--- src/rtl/dmem_pkg.sv ---
// rtl/dmem_pkg.sv - shared types and constants for the data-memory arbiter
package dmem_pkg;

    // Sequencer states
    typedef enum logic [1:0] {
        ST_IDLE   = 2'd0,
        ST_ACCESS = 2'd1,
        ST_RESP   = 2'd2
    } state_t;

    localparam int DEF_MEM_BYTES = 32;

    // Word accesses must have these two low address bits
    localparam logic [1:0] ALIGN_MASK = 2'b00;

    // Access-cycle counter width; bounds LATENCY to 1..15
    localparam int CNT_W = 4;
    typedef logic [CNT_W-1:0] cnt_t;

    // Word-aligned and within the last full word of memory (no wrap)
    function automatic logic addr_legal(input logic [31:0] addr, input logic [31:0] max_addr);
        return (addr[1:0] == ALIGN_MASK) && (addr <= max_addr);
    endfunction

endpackage

--- src/rtl/rr_arb2.sv ---
// rtl/rr_arb2.sv - two-way round-robin grant, combinational
module rr_arb2 (
    input  logic [1:0] req,
    input  logic       last_grant,
    output logic [1:0] grant
);

    // A lone requester wins; on a tie the master not granted last time wins
    always_comb begin
        grant = 2'b00;
        case (req)
            2'b01:   grant = 2'b01;
            2'b10:   grant = 2'b10;
            2'b11:   grant = last_grant ? 2'b01 : 2'b10;
            default: grant = 2'b00;
        endcase
    end

endmodule

--- src/rtl/dmem_arbiter.sv ---
// rtl/dmem_arbiter.sv - two-master arbiter and slow-access sequencer for the data memory
module dmem_arbiter
    import dmem_pkg::*;
#(
    parameter int LATENCY   = 2,
    parameter int MEM_BYTES = DEF_MEM_BYTES
) (
    input  logic        clk_i,
    input  logic        rst_i,

    input  logic        m0_req_i,
    input  logic        m0_we_i,
    input  logic [31:0] m0_addr_i,
    input  logic [31:0] m0_data_i,
    output logic        m0_ack_o,
    output logic        m0_err_o,
    output logic [31:0] m0_data_o,

    input  logic        m1_req_i,
    input  logic        m1_we_i,
    input  logic [31:0] m1_addr_i,
    input  logic [31:0] m1_data_i,
    output logic        m1_ack_o,
    output logic        m1_err_o,
    output logic [31:0] m1_data_o,

    output logic [31:0] mem_addr_o,
    output logic [31:0] mem_data_o,
    output logic        mem_read_o,
    output logic        mem_write_o,
    input  logic [31:0] mem_data_i,

    output logic        busy_o
);

    localparam logic [31:0] MAX_ADDR = 32'(MEM_BYTES - 4);
    localparam cnt_t        CNT_INIT = cnt_t'(LATENCY - 1);

    state_t      state_q;
    state_t      state_d;
    cnt_t        cnt_q;
    logic        last_grant_q;
    logic        sel_q;
    logic        we_q;
    logic        err_q;
    logic [31:0] addr_q;
    logic [31:0] wdata_q;
    logic [31:0] m0_data_q;
    logic [31:0] m1_data_q;

    logic [1:0]  grant;
    logic        grant_any;
    logic        grant_sel;
    logic        sel_we;
    logic [31:0] sel_addr;
    logic [31:0] sel_wdata;
    logic        sel_legal;

    rr_arb2 u_rr_arb2 (
        .req        ({m1_req_i, m0_req_i}),
        .last_grant (last_grant_q),
        .grant      (grant)
    );

    assign grant_any = |grant;
    assign grant_sel = grant[1];
    assign sel_we    = grant_sel ? m1_we_i   : m0_we_i;
    assign sel_addr  = grant_sel ? m1_addr_i : m0_addr_i;
    assign sel_wdata = grant_sel ? m1_data_i : m0_data_i;
    assign sel_legal = addr_legal(sel_addr, MAX_ADDR);

    assign m0_data_o = m0_data_q;
    assign m1_data_o = m1_data_q;

    // State register
    always_ff @(posedge clk_i or posedge rst_i) begin
        if (rst_i) begin
            state_q <= ST_IDLE;
        end else begin
            state_q <= state_d;
        end
    end

    // Next state: rejected requests skip straight to the response
    always_comb begin
        state_d = state_q;
        case (state_q)
            ST_IDLE: begin
                if (grant_any) begin
                    state_d = sel_legal ? ST_ACCESS : ST_RESP;
                end
            end
            ST_ACCESS: begin
                if (cnt_q == '0) begin
                    state_d = ST_RESP;
                end
            end
            ST_RESP:  state_d = ST_IDLE;
            default:  state_d = ST_IDLE;
        endcase
    end

    // Transaction latch, access counter and per-master read-data registers
    always_ff @(posedge clk_i or posedge rst_i) begin
        if (rst_i) begin
            cnt_q        <= '0;
            last_grant_q <= 1'b1;
            sel_q        <= 1'b0;
            we_q         <= 1'b0;
            err_q        <= 1'b0;
            addr_q       <= '0;
            wdata_q      <= '0;
            m0_data_q    <= '0;
            m1_data_q    <= '0;
        end else begin
            case (state_q)
                ST_IDLE: begin
                    if (grant_any) begin
                        sel_q        <= grant_sel;
                        last_grant_q <= grant_sel;
                        we_q         <= sel_we;
                        addr_q       <= sel_addr;
                        wdata_q      <= sel_wdata;
                        err_q        <= ~sel_legal;
                        cnt_q        <= CNT_INIT;
                        // Writes and rejects answer with zero data
                        if (!sel_legal || sel_we) begin
                            if (grant_sel) begin
                                m1_data_q <= '0;
                            end else begin
                                m0_data_q <= '0;
                            end
                        end
                    end
                end
                ST_ACCESS: begin
                    if (cnt_q == '0) begin
                        if (!we_q) begin
                            if (sel_q) begin
                                m1_data_q <= mem_data_i;
                            end else begin
                                m0_data_q <= mem_data_i;
                            end
                        end
                    end else begin
                        cnt_q <= cnt_q - cnt_t'(1);
                    end
                end
                default: ;
            endcase
        end
    end

    // Outputs decoded from state so a reset drops strobes and acks at once
    always_comb begin
        busy_o      = (state_q != ST_IDLE);
        mem_addr_o  = '0;
        mem_data_o  = '0;
        mem_read_o  = 1'b0;
        mem_write_o = 1'b0;
        m0_ack_o    = 1'b0;
        m0_err_o    = 1'b0;
        m1_ack_o    = 1'b0;
        m1_err_o    = 1'b0;
        case (state_q)
            ST_ACCESS: begin
                mem_addr_o  = addr_q;
                mem_data_o  = wdata_q;
                mem_read_o  = ~we_q;
                mem_write_o = we_q && (cnt_q == '0);
            end
            ST_RESP: begin
                m0_ack_o = ~sel_q;
                m0_err_o = ~sel_q & err_q;
                m1_ack_o = sel_q;
                m1_err_o = sel_q & err_q;
            end
            default: ;
        endcase
    end

endmodule

--- config.mk ---
export PLATFORM = sky130hd
export DESIGN_NAME = dmem_arbiter
export DESIGN_NICKNAME = d
export VERILOG_FILES = /design/src/rtl/dmem_pkg.sv /design/src/rtl/rr_arb2.sv /design/src/rtl/dmem_arbiter.sv
export SDC_FILE = /design/constraint.sdc
export NUM_CORES = 1
export LEC_CHECK = 0
export CAP_MARGIN = 20
export CORE_UTILIZATION = 30
export CTS_CLUSTER_SIZE = 16
export DETAILED_ROUTE_END_ITERATION = 7
export PLACE_DENSITY = 0.67
export SLEW_MARGIN = 20
export SYNTH_ARGS = -nofsm -noshare
export SYNTH_HDL_FRONTEND = slang
export SYNTH_HIERARCHICAL = 1
export SYNTH_SLANG_ARGS = --single-unit
--- constraint.sdc ---
create_clock -name clk_i -period 13.1 [get_ports clk_i]
set_input_delay 1.965 -clock clk_i [delete_from_list [all_inputs] [get_ports clk_i]]
set_output_delay 1.965 -clock clk_i [all_outputs]
set_load 0.01 [all_outputs]
==> results.yml, run 1 <==
logic_synthesis:
  netlist_instances: 606
  netlist-cell-type-count: 38
  mappedNetlistArea_mm2: 0.00693
  ys_seq_elements: 138
  syn_nets: 774
  synthesis.yosys.warnings: 6
  synth_sequential_area_ratio_pct: 49.8
  synth-async-reset-ratio_pct: 100
  synth-edff-count: 0
  dominantRegCellSynth: "sky130_fd_sc_hd__dfrtp_1"
  average_instance_area_after_synthesis_um2: 11.4
placed_design:
  gp_congestion: 0.932
  pre_cts_ws_ns: 7.86
  placement.io_buffers: 300
  post-dp-hpwl_um: 14800
cts:
  post_cts_resized: 0
  ctsRootBufferMaster: "sky130_fd_sc_hd__clkbuf_16"
  cts_buffers: 17
  cts-htree-levels: 4
  tritoncts: "built"
  cts_hold_buf: 0
  max-clock-path-buffers: 2
  cts_post_setup_buffers_inserted: 0
  clk_pin_slew_ns: 0.07
  numClockSinks: 138
  worst_skew_pair.late_latency_ns: 0.41
power:
  finalPower_w: 0.00138
  power-per-cell-area_mw_per_mm2: 128
  peakVddDrop_uv: 109
  leakage_nw: 4.75
setup_path:
  timing_worst_setup_path_type: "flip-flop to output port"
  worstSetupStartpointType: "flip-flop"
  arrival_ns: 3.07
  crit_path_end_kind: "output port"
  path_max_fanout: 54
  crit_required_ns: 11.14
hold_path:
  hp-class: "flip-flop to flip-flop"
global_route:
  globalRoute.totalOverflow: 0
  grt_start_max_net_pins: 79
  global_route.usage.total_pct: 17.0
  grt_pass1_wl_um: 31000
  antenna_violations_before_repair: 0
  grt_pass1_vias: 5396
timing:
  slew_viol_final: 0
  relSlewSlack_pct: 40.7
  finClkSkew_ns: 0.00987
  worst_hold_slack_ns: 0.470
  layout_min_cycle_time_ns: 5.04
  setup_viol: 0
  unrepaired_setup_endpoints_after_global_routing: "false"
  setup_total_negative_slack_ns: 0
  timing_worst_slew_pin_value_ns: 0.888
  period_share_pct: 38.4
  final_hold_viol_count: 0
  max_clock_freq_mhz: 199
  layout_setup_ws_ns: 8.06
finish:
  layout.area.seq_mm2: 0.00345
  filler_cell_count: 2099
  area_occupied_by_multi_input_gates_mm2: 0.00329
  layout.nets: 1062
  synthToLayoutAreaGrowth_pct: 55.0
  post_route_cells_drive_above_1_share_pct: 12.8
  antenna-diode-count: 0
  mostFrequentLayoutCells: "sky130_fd_sc_hd__clkdlybuf4s50_1, sky130_fd_sc_hd__dfrtp_1, sky130_fd_sc_hd__and2_1"
  final_common_cell: "sky130_fd_sc_hd__clkdlybuf4s50_1"
routing:
  detail_route.wl_per_cell_um: 16.7
  vias_per_cell: 4.51
  vias_post_dr: 5377
  wl_um: 19900
  drc_errors: 0
  detailedRoute.firstPassIterationCount: 4
  detail-route-antenna-nets: 0
  drt_first_iter_violations: 148
run:
  drv_cap: 0
die:
  initial_core_util_pct: 30.6
  std_cell_rows: 55
  design.core.area_mm2: 0.0226
  pin_count: 301
  die_height_um: 154
  die-area_mm2: 0.0237
  die_w_um: 154
run_status:
  status: "finished, final reports clean"
-- report_power, final --
part	internal, W	leakage [nW]	switching, W	total (W)
Combinational	0.000159	2.68	0.000181	0.000340
Clock	0.000250	0.267	0.000207	0.000456
Sequential	0.000529	1.80	0.0000511	0.000580
Total	0.000937	4.75	0.000439	0.00138
-- cell families (layout without fill, tap and decap cells) --
kind of cell             count (synthesis)  count (layout)  share of synthesized area [%]
AND/OR/NAND/NOR                        210             210                           16.1
flip-flops                             138             138                           49.8
multiplexers                           131             131                           23.4
AO/OA/AOI/OAI                           79              79                           6.84
buffers and inverters                   44             345                           3.18
adder cells (fa/ha/maj)                  2               2                          0.361
XOR/XNOR                                 2               2                          0.253
-- path summary, 6_finish.rpt --
kind | from | endpoint | slack, ns | cells after the start
setup / recovery | state_q[0] | mem_addr_o[31] | 8.06 | 4
hold / removal | addr_q[2] | addr_q[2] | 0.47 | 2
setup reg to reg | state_q[0] | m0_data_o[3] | 9.85 | 7
hold reg to reg | addr_q[2] | addr_q[2] | 0.47 | 2
max in group asynchronous | rst_i | wdata_q[31] | 9.74 | 3
min in group asynchronous | rst_i | m0_data_o[5] | 2.03 | 2
-- per-layer routing --
layer  GRT usage, %  vias to the layer above  part of all wire (%)  routed length [µm]
met5              0                        -                     0                   0
met3           6.37                        7                   7.8                1560
met4           3.76                        0                  0.77                 153
li1               -                     2656                     -                   -
met1           21.0                     2520                    43                8550
met2           28.2                      194                    48                9640
-- flip-flops by register name (all words and copies together) (netlist names) --
name and cells:
sel_q 1, m1_data_o 32, last_grant_q 1, err_q 1
state_q 2, cnt_q 4, wdata_q 32, m0_data_o 32
addr_q 32, we_q 1
-- cell type report --
cell class	count	share of cell area, %
flip-flops and latches	138	32.2
repair buffers	308	28.5
clock buffers	17	3.96
multi-input cells	424	30.6
clock inverters	15	1.22
inverters	5	0.221
well taps	285	3.32
-- worst max-delay path: stages (launching register included) --
cell and delay (ns):
sky130_fd_sc_hd__dfrtp_1 0.46, sky130_fd_sc_hd__nor2b_4 0.78, sky130_fd_sc_hd__buf_4 0.56, sky130_fd_sc_hd__and2_1 0.24, sky130_fd_sc_hd__clkdlybuf4s50_1 0.58
-- synth_stat cells, drive strengths merged, types with 2 or more instances --
cell | n | area share (%)
ha | 2 | 0.36
nor3 | 2 | 0.14
dfrtp | 137 | 49
buf | 12 | 1.4
a21boi | 2 | 0.22
a21oi | 2 | 0.14
clkbuf | 27 | 1.5
nor3b | 2 | 0.22
o311ai | 2 | 0.76
o21ai | 68 | 4.9
nor4 | 14 | 1.4
nor2 | 10 | 0.54
nand2 | 72 | 3.9
mux2i | 66 | 9.5
inv | 5 | 0.27
and2 | 98 | 8.8
nand2b | 3 | 0.27
nand3 | 2 | 0.14
nand4 | 2 | 0.18
a22o | 3 | 0.40
mux2 | 65 | 14
-- through the flow --
stage,instance area (µm²),utilization (%),std cells
finish,10700,47.4,1192
global route,10700,47.4,1192
CTS,10700,47.4,1192
detailed placement,10200,45.0,1160
global placement,10200,45.0,1160
floorplan,6930,-,606
Power figures use the tool's default switching activity.
==> run 2: changes to the inputs <==
Clock period 13.1 ns to 4.75 ns, I/O delays scaled along.
==> run 2 against run 1 <==
Against the previous run:
- flip-flop and latch count unchanged
- worst hold slack worse by 0.0017 ns
- sequential power rose to 2.8 times the previous value
- global-route usage down 0.092 points
- via count up 0.95%
- setup slack worse by 6.6 ns
- register-to-register slack worse by 8.0 ns
- die area unchanged
- critical path type is now input pin to flip-flop
- largest power group unchanged
- highest routed layer unchanged
==> results.yml, run 2 (synthesized netlist as in run 1, its figures left out) <==
setup_path:
  timing_worst_setup_path_type: "input pin to flip-flop"
  crit_required_ns: 5.05
  worstSetupStartpointType: "input pin"
  crit_path_end_kind: "flip-flop"
  path_max_fanout: 32
  arrival_ns: 3.60
finish:
  final_common_cell: "sky130_fd_sc_hd__clkdlybuf4s50_1"
  layout.nets: 1064
  synthToLayoutAreaGrowth_pct: 56.1
  final_non_filler_cell_area_mm2: 0.0108
  fin_util_pct: 47.8
  post_route_cells_drive_above_1_share_pct: 13.0
  antenna-diode-count: 0
  mostFrequentLayoutCells: "sky130_fd_sc_hd__clkdlybuf4s50_1, sky130_fd_sc_hd__dfrtp_1, sky130_fd_sc_hd__and2_1"
die:
  design.core.area_mm2: 0.0226
  pin_count: 301
  die_w_um: 154
  initial_core_util_pct: 30.6
  std_cell_rows: 55
  die_height_um: 154
  die-area_mm2: 0.0237
routing:
  vias_post_dr: 5428
  detail_route.wl_per_cell_um: 16.5
  detail-route-antenna-nets: 0
  vias_per_cell: 4.55
  wl_um: 19700
  drc_errors: 0
  drt_first_iter_violations: 178
  detailedRoute.firstPassIterationCount: 4
hold_path:
  hp-class: "flip-flop to flip-flop"
placed_design:
  gp_congestion: 0.953
  post-dp-hpwl_um: 14700
  placement.io_buffers: 300
  dpl-instance-area_mm2: 0.0102
timing:
  worst_hold_slack_ns: 0.469
  relSlewSlack_pct: 50.3
  finClkSkew_ns: 0.0114
  timing_worst_slew_pin_value_ns: 0.745
  setup_viol: 0
  max_clock_freq_mhz: 303
  period_share_pct: 69.4
  setup_total_negative_slack_ns: 0
  layout_min_cycle_time_ns: 3.30
  slew_viol_final: 0
  unrepaired_setup_endpoints_after_global_routing: "false"
  final_hold_viol_count: 0
cts:
  max-clock-path-buffers: 2
  cts_buffers: 17
  cts-htree-levels: 4
  clk_pin_slew_ns: 0.07
  numClockSinks: 138
  worst_skew_pair.late_latency_ns: 0.41
  ctsRootBufferMaster: "sky130_fd_sc_hd__clkbuf_16"
  tritoncts: "built"
  post_cts_resized: 0
  cts_post_setup_buffers_inserted: 0
  cts_hold_buf: 0
global_route:
  globalRoute.totalOverflow: 0
  grt_start_max_net_pins: 91
  antenna_violations_before_repair: 0
  grt_pass1_wl_um: 30900
  global_route.usage.total_pct: 16.9
  grt_pass1_vias: 5601
power:
  part_of_the_power_in_registers_pct: 41.0
  p_clk_share_pct: 34.5
  finalPower_w: 0.00389
  net-switching-power_w: 0.00123
  switching_share_pct: 31.6
  internal_power_w: 0.00266
  power-per-cell-area_mw_per_mm2: 360
  peakVddDrop_uv: 182
  leakage_nw: 4.79
  p_comb_share_pct: 24.5
run_status:
  status: "finished, final reports clean"
run:
  drv_cap: 0
[run 2: final cells by class]
cell class                      instances  area, µm²
Timing Repair Buffer                  310       3100
Sequential cell                       138       3450
Multi-Input combinational cell        424       3290
Clock inverter                         15        170
Inverter                                5       23.8
Fill cell                            2088      11800
Tap cell                              285        357
Clock buffer                           17        425
[run 2: through the flow]
| step | cells | setup WS (ns) |
|---|---|---|
| floorplan | 606 | 0.343 |
| global placement | 1162 | 1.08 |
| detailed placement | 1162 | 1.05 |
| CTS | 1194 | 1.49 |
| global route | 1194 | 1.31 |
| finish | 1194 | 1.45 |
[run 2: per-layer routing]
layer / global-route usage, % / routed length (µm) / up-vias
met5: 0 / 0 / -
met4: 3.86 / 164 / 0
met3: 5.58 / 1510 / 11
met2: 28.7 / 9520 / 204
met1: 20.8 / 8500 / 2552
li1: - / - / 2661
[run 2: path summary, 6_finish.rpt]
kind / slack (ns) / cells past startpoint / startpoint / end
setup reg to reg: 1.87 / 7 / last_grant_q / m0_data_o[29]
hold / removal: 0.47 / 2 / wdata_q[12] / wdata_q[12]
setup / recovery: 1.45 / 8 / m1_req_i / m0_data_o[29]
hold reg to reg: 0.47 / 2 / wdata_q[12] / wdata_q[12]
max in group asynchronous: 3.02 / 3 / rst_i / addr_q[26]
min in group asynchronous: 0.81 / 2 / rst_i / wdata_q[5]
[run 2: power by group through the flow]
stage                     clock [W]  combinational [W]  sequential, W
final                       0.00134           0.000953        0.00160
after global placement            0           0.000954        0.00161
after CTS                   0.00139           0.000968        0.00160
after global routing        0.00144            0.00106        0.00164
after detailed placement          0           0.000968        0.00162
after floorplan                   0           0.000664        0.00157
[run 2: worst max-delay path, stage by stage]
cell                              delay (ns)
sky130_fd_sc_hd__clkdlybuf4s50_1        0.49
sky130_fd_sc_hd__a21boi_4               0.37
sky130_fd_sc_hd__buf_4                  0.50
sky130_fd_sc_hd__mux2i_1                0.29
sky130_fd_sc_hd__nand2_1                0.16
sky130_fd_sc_hd__o311ai_4               0.34
sky130_fd_sc_hd__buf_12                 0.29
sky130_fd_sc_hd__mux2_2                 0.38
==> run 3: changes to the inputs <==
Settings changed: PLACE_DENSITY 0.67 to 0.7.
Clock period 4.75 ns to 3 ns, I/O delays scaled along.
==> run 3 against run 2 <==
Against the previous run:
- cell count up 1.9%
- setup slack worse by 1.2 ns
- wire length up 3.6%
- register-to-register slack worse by 1.3 ns
- via count up 2.2%
- die area unchanged
- clock-buffer cell count up 1
- critical path depth down 3
- power up 62%
- highest routed layer unchanged
==> results.yml, run 3 (synthesized netlist as in run 1, its figures left out) <==
timing:
  timing_worst_slew_pin_value_ns: 0.625
  relSlewSlack_pct: 58.3
  setup_viol: 0
  setup_total_negative_slack_ns: 0
  slew_viol_final: 0
  final_hold_viol_count: 0
  period_share_pct: 90.4
  finClkSkew_ns: 0.0133
  max_clock_freq_mhz: 369
  layout_min_cycle_time_ns: 2.71
  unrepaired_setup_endpoints_after_global_routing: "false"
die:
  pin_count: 301
  design.core.area_mm2: 0.0226
  die-area_mm2: 0.0237
  die_w_um: 154
  initial_core_util_pct: 30.6
  die_height_um: 154
  std_cell_rows: 55
global_route:
  antenna_violations_before_repair: 0
  globalRoute.totalOverflow: 0
  grt_pass1_vias: 5836
  global_route.usage.total_pct: 17.7
  grt_start_max_net_pins: 134
  grt_pass1_wl_um: 32200
cts:
  cts_post_setup_buffers_inserted: 0
  ctsRootBufferMaster: "sky130_fd_sc_hd__clkbuf_16"
  cts_buffers: 17
  cts-htree-levels: 4
  numClockSinks: 138
  cts_hold_buf: 0
  post_cts_resized: 0
  tritoncts: "built"
  worst_skew_pair.late_latency_ns: 0.42
  max-clock-path-buffers: 2
  clk_pin_slew_ns: 0.06
finish:
  post_route_cells_drive_above_1_share_pct: 15.1
  antenna-diode-count: 0
  layout.nets: 1087
  fin_util_pct: 49.0
  mostFrequentLayoutCells: "sky130_fd_sc_hd__clkdlybuf4s50_1, sky130_fd_sc_hd__dfrtp_1, sky130_fd_sc_hd__and2_1"
  final_common_cell: "sky130_fd_sc_hd__clkdlybuf4s50_1"
  synthToLayoutAreaGrowth_pct: 60.0
setup_path:
  timing_worst_setup_path_type: "flip-flop to output port"
  path_max_fanout: 4
  worstSetupStartpointType: "flip-flop"
  timing.critical_path.slowest_stage_cell: "sky130_fd_sc_hd__clkdlybuf4s50_1"
  arrival_ns: 2.26
  crit_path_end_kind: "output port"
  worstSetupStartpoint: "cnt_q[0]"
  crit_path_max_incr_delay_ns: 0.62
  timing.rr.start: "last_grant_q"
  crit_required_ns: 2.55
  ff2ff_setup_slack_ns: 0.58
  crit_chain: "inv_1 > ha_1 > nor3b_1 > and3_1 > clkdlybuf4s50_1"
power:
  leakage_nw: 4.93
  finalPower_w: 0.00629
  power-per-cell-area_mw_per_mm2: 567
  peakVddDrop_uv: 337
routing:
  drt_first_iter_violations: 223
  wl_um: 20400
  drc_errors: 0
  vias_post_dr: 5547
  detail_route.wl_per_cell_um: 16.8
  detail-route-antenna-nets: 0
  vias_per_cell: 4.56
  detailedRoute.firstPassIterationCount: 4
placed_design:
  placement.io_buffers: 300
  gp_congestion: 0.945
  post-dp-hpwl_um: 15200
hold_path:
  hp-class: "input pin to async pin"
run_status:
  status: "finished, final reports clean"
run:
  drv_cap: 0
==> run 3: cell count changes in the layout (fill, tap and decap cells not counted), sizes merged <==
| cell | delta |
|---|---|
| inv | -3 |
| clkinvlp | +1 |
| bufinv | -1 |
| buf | +23 |
| clkinv | +2 |
| clkbuf | +1 |
==> run 3: per-layer routing <==
metal,part of all wire (%),vias to the layer above,track usage (%)
met5,0,-,0
met2,49,215,30.1
li1,-,2711,-
met1,43,2600,21.4
met3,6.5,21,5.07
met4,1.8,0,5.67
==> run 3: area by class of cell <==
cell class              instances  area [µm²]
repair buffers                333        3400
flip-flops and latches        138        3450
multi-input cells             424        3290
inverters                       5        22.5
clock buffers                  18         439
clock inverters                14         130
fillers                      2082       11600
well taps                     285         357
==> run 3: critical path: cells and delay by family, from the launching register on <==
family	cells	cell delay (ns)
flip-flops	1	0.41
AND/OR/NAND/NOR	2	0.60
adder cells (fa/ha/maj)	1	0.14
buffers and inverters	2	0.71
==> run 3: final timing paths <==
path	endpoint	depth (start not counted)
setup reg to reg	m0_data_o[11]	9
setup / recovery	mem_write_o	5
hold reg to reg	wdata_q[4]	2
max in group asynchronous	m1_data_o[10]	3
hold / removal	wdata_q[6]	2
min in group clk_i	wdata_q[4]	2
==> run 3: where the power goes <==
| part | switching [W] | total (W) | internal [W] |
|---|---|---|---|
| Sequential | 0.000219 | 0.00253 | 0.00231 |
| Clock | 0.000925 | 0.00204 | 0.00112 |
| Combinational | 0.000836 | 0.00172 | 0.000884 |
==> run 3: metrics by stage <==
step	hold slack, ns	std cells	worst slack, ns	cell area (µm²)
after floorplan	0.442	606	0.652	6930
after global placement	0.453	1185	0.00433	10500
after detailed placement	0.463	1185	-0.0293	10500
after CTS	0.266	1217	0.238	11100
after global routing	0.272	1217	0.113	11100
final	0.293	1217	0.289	11100
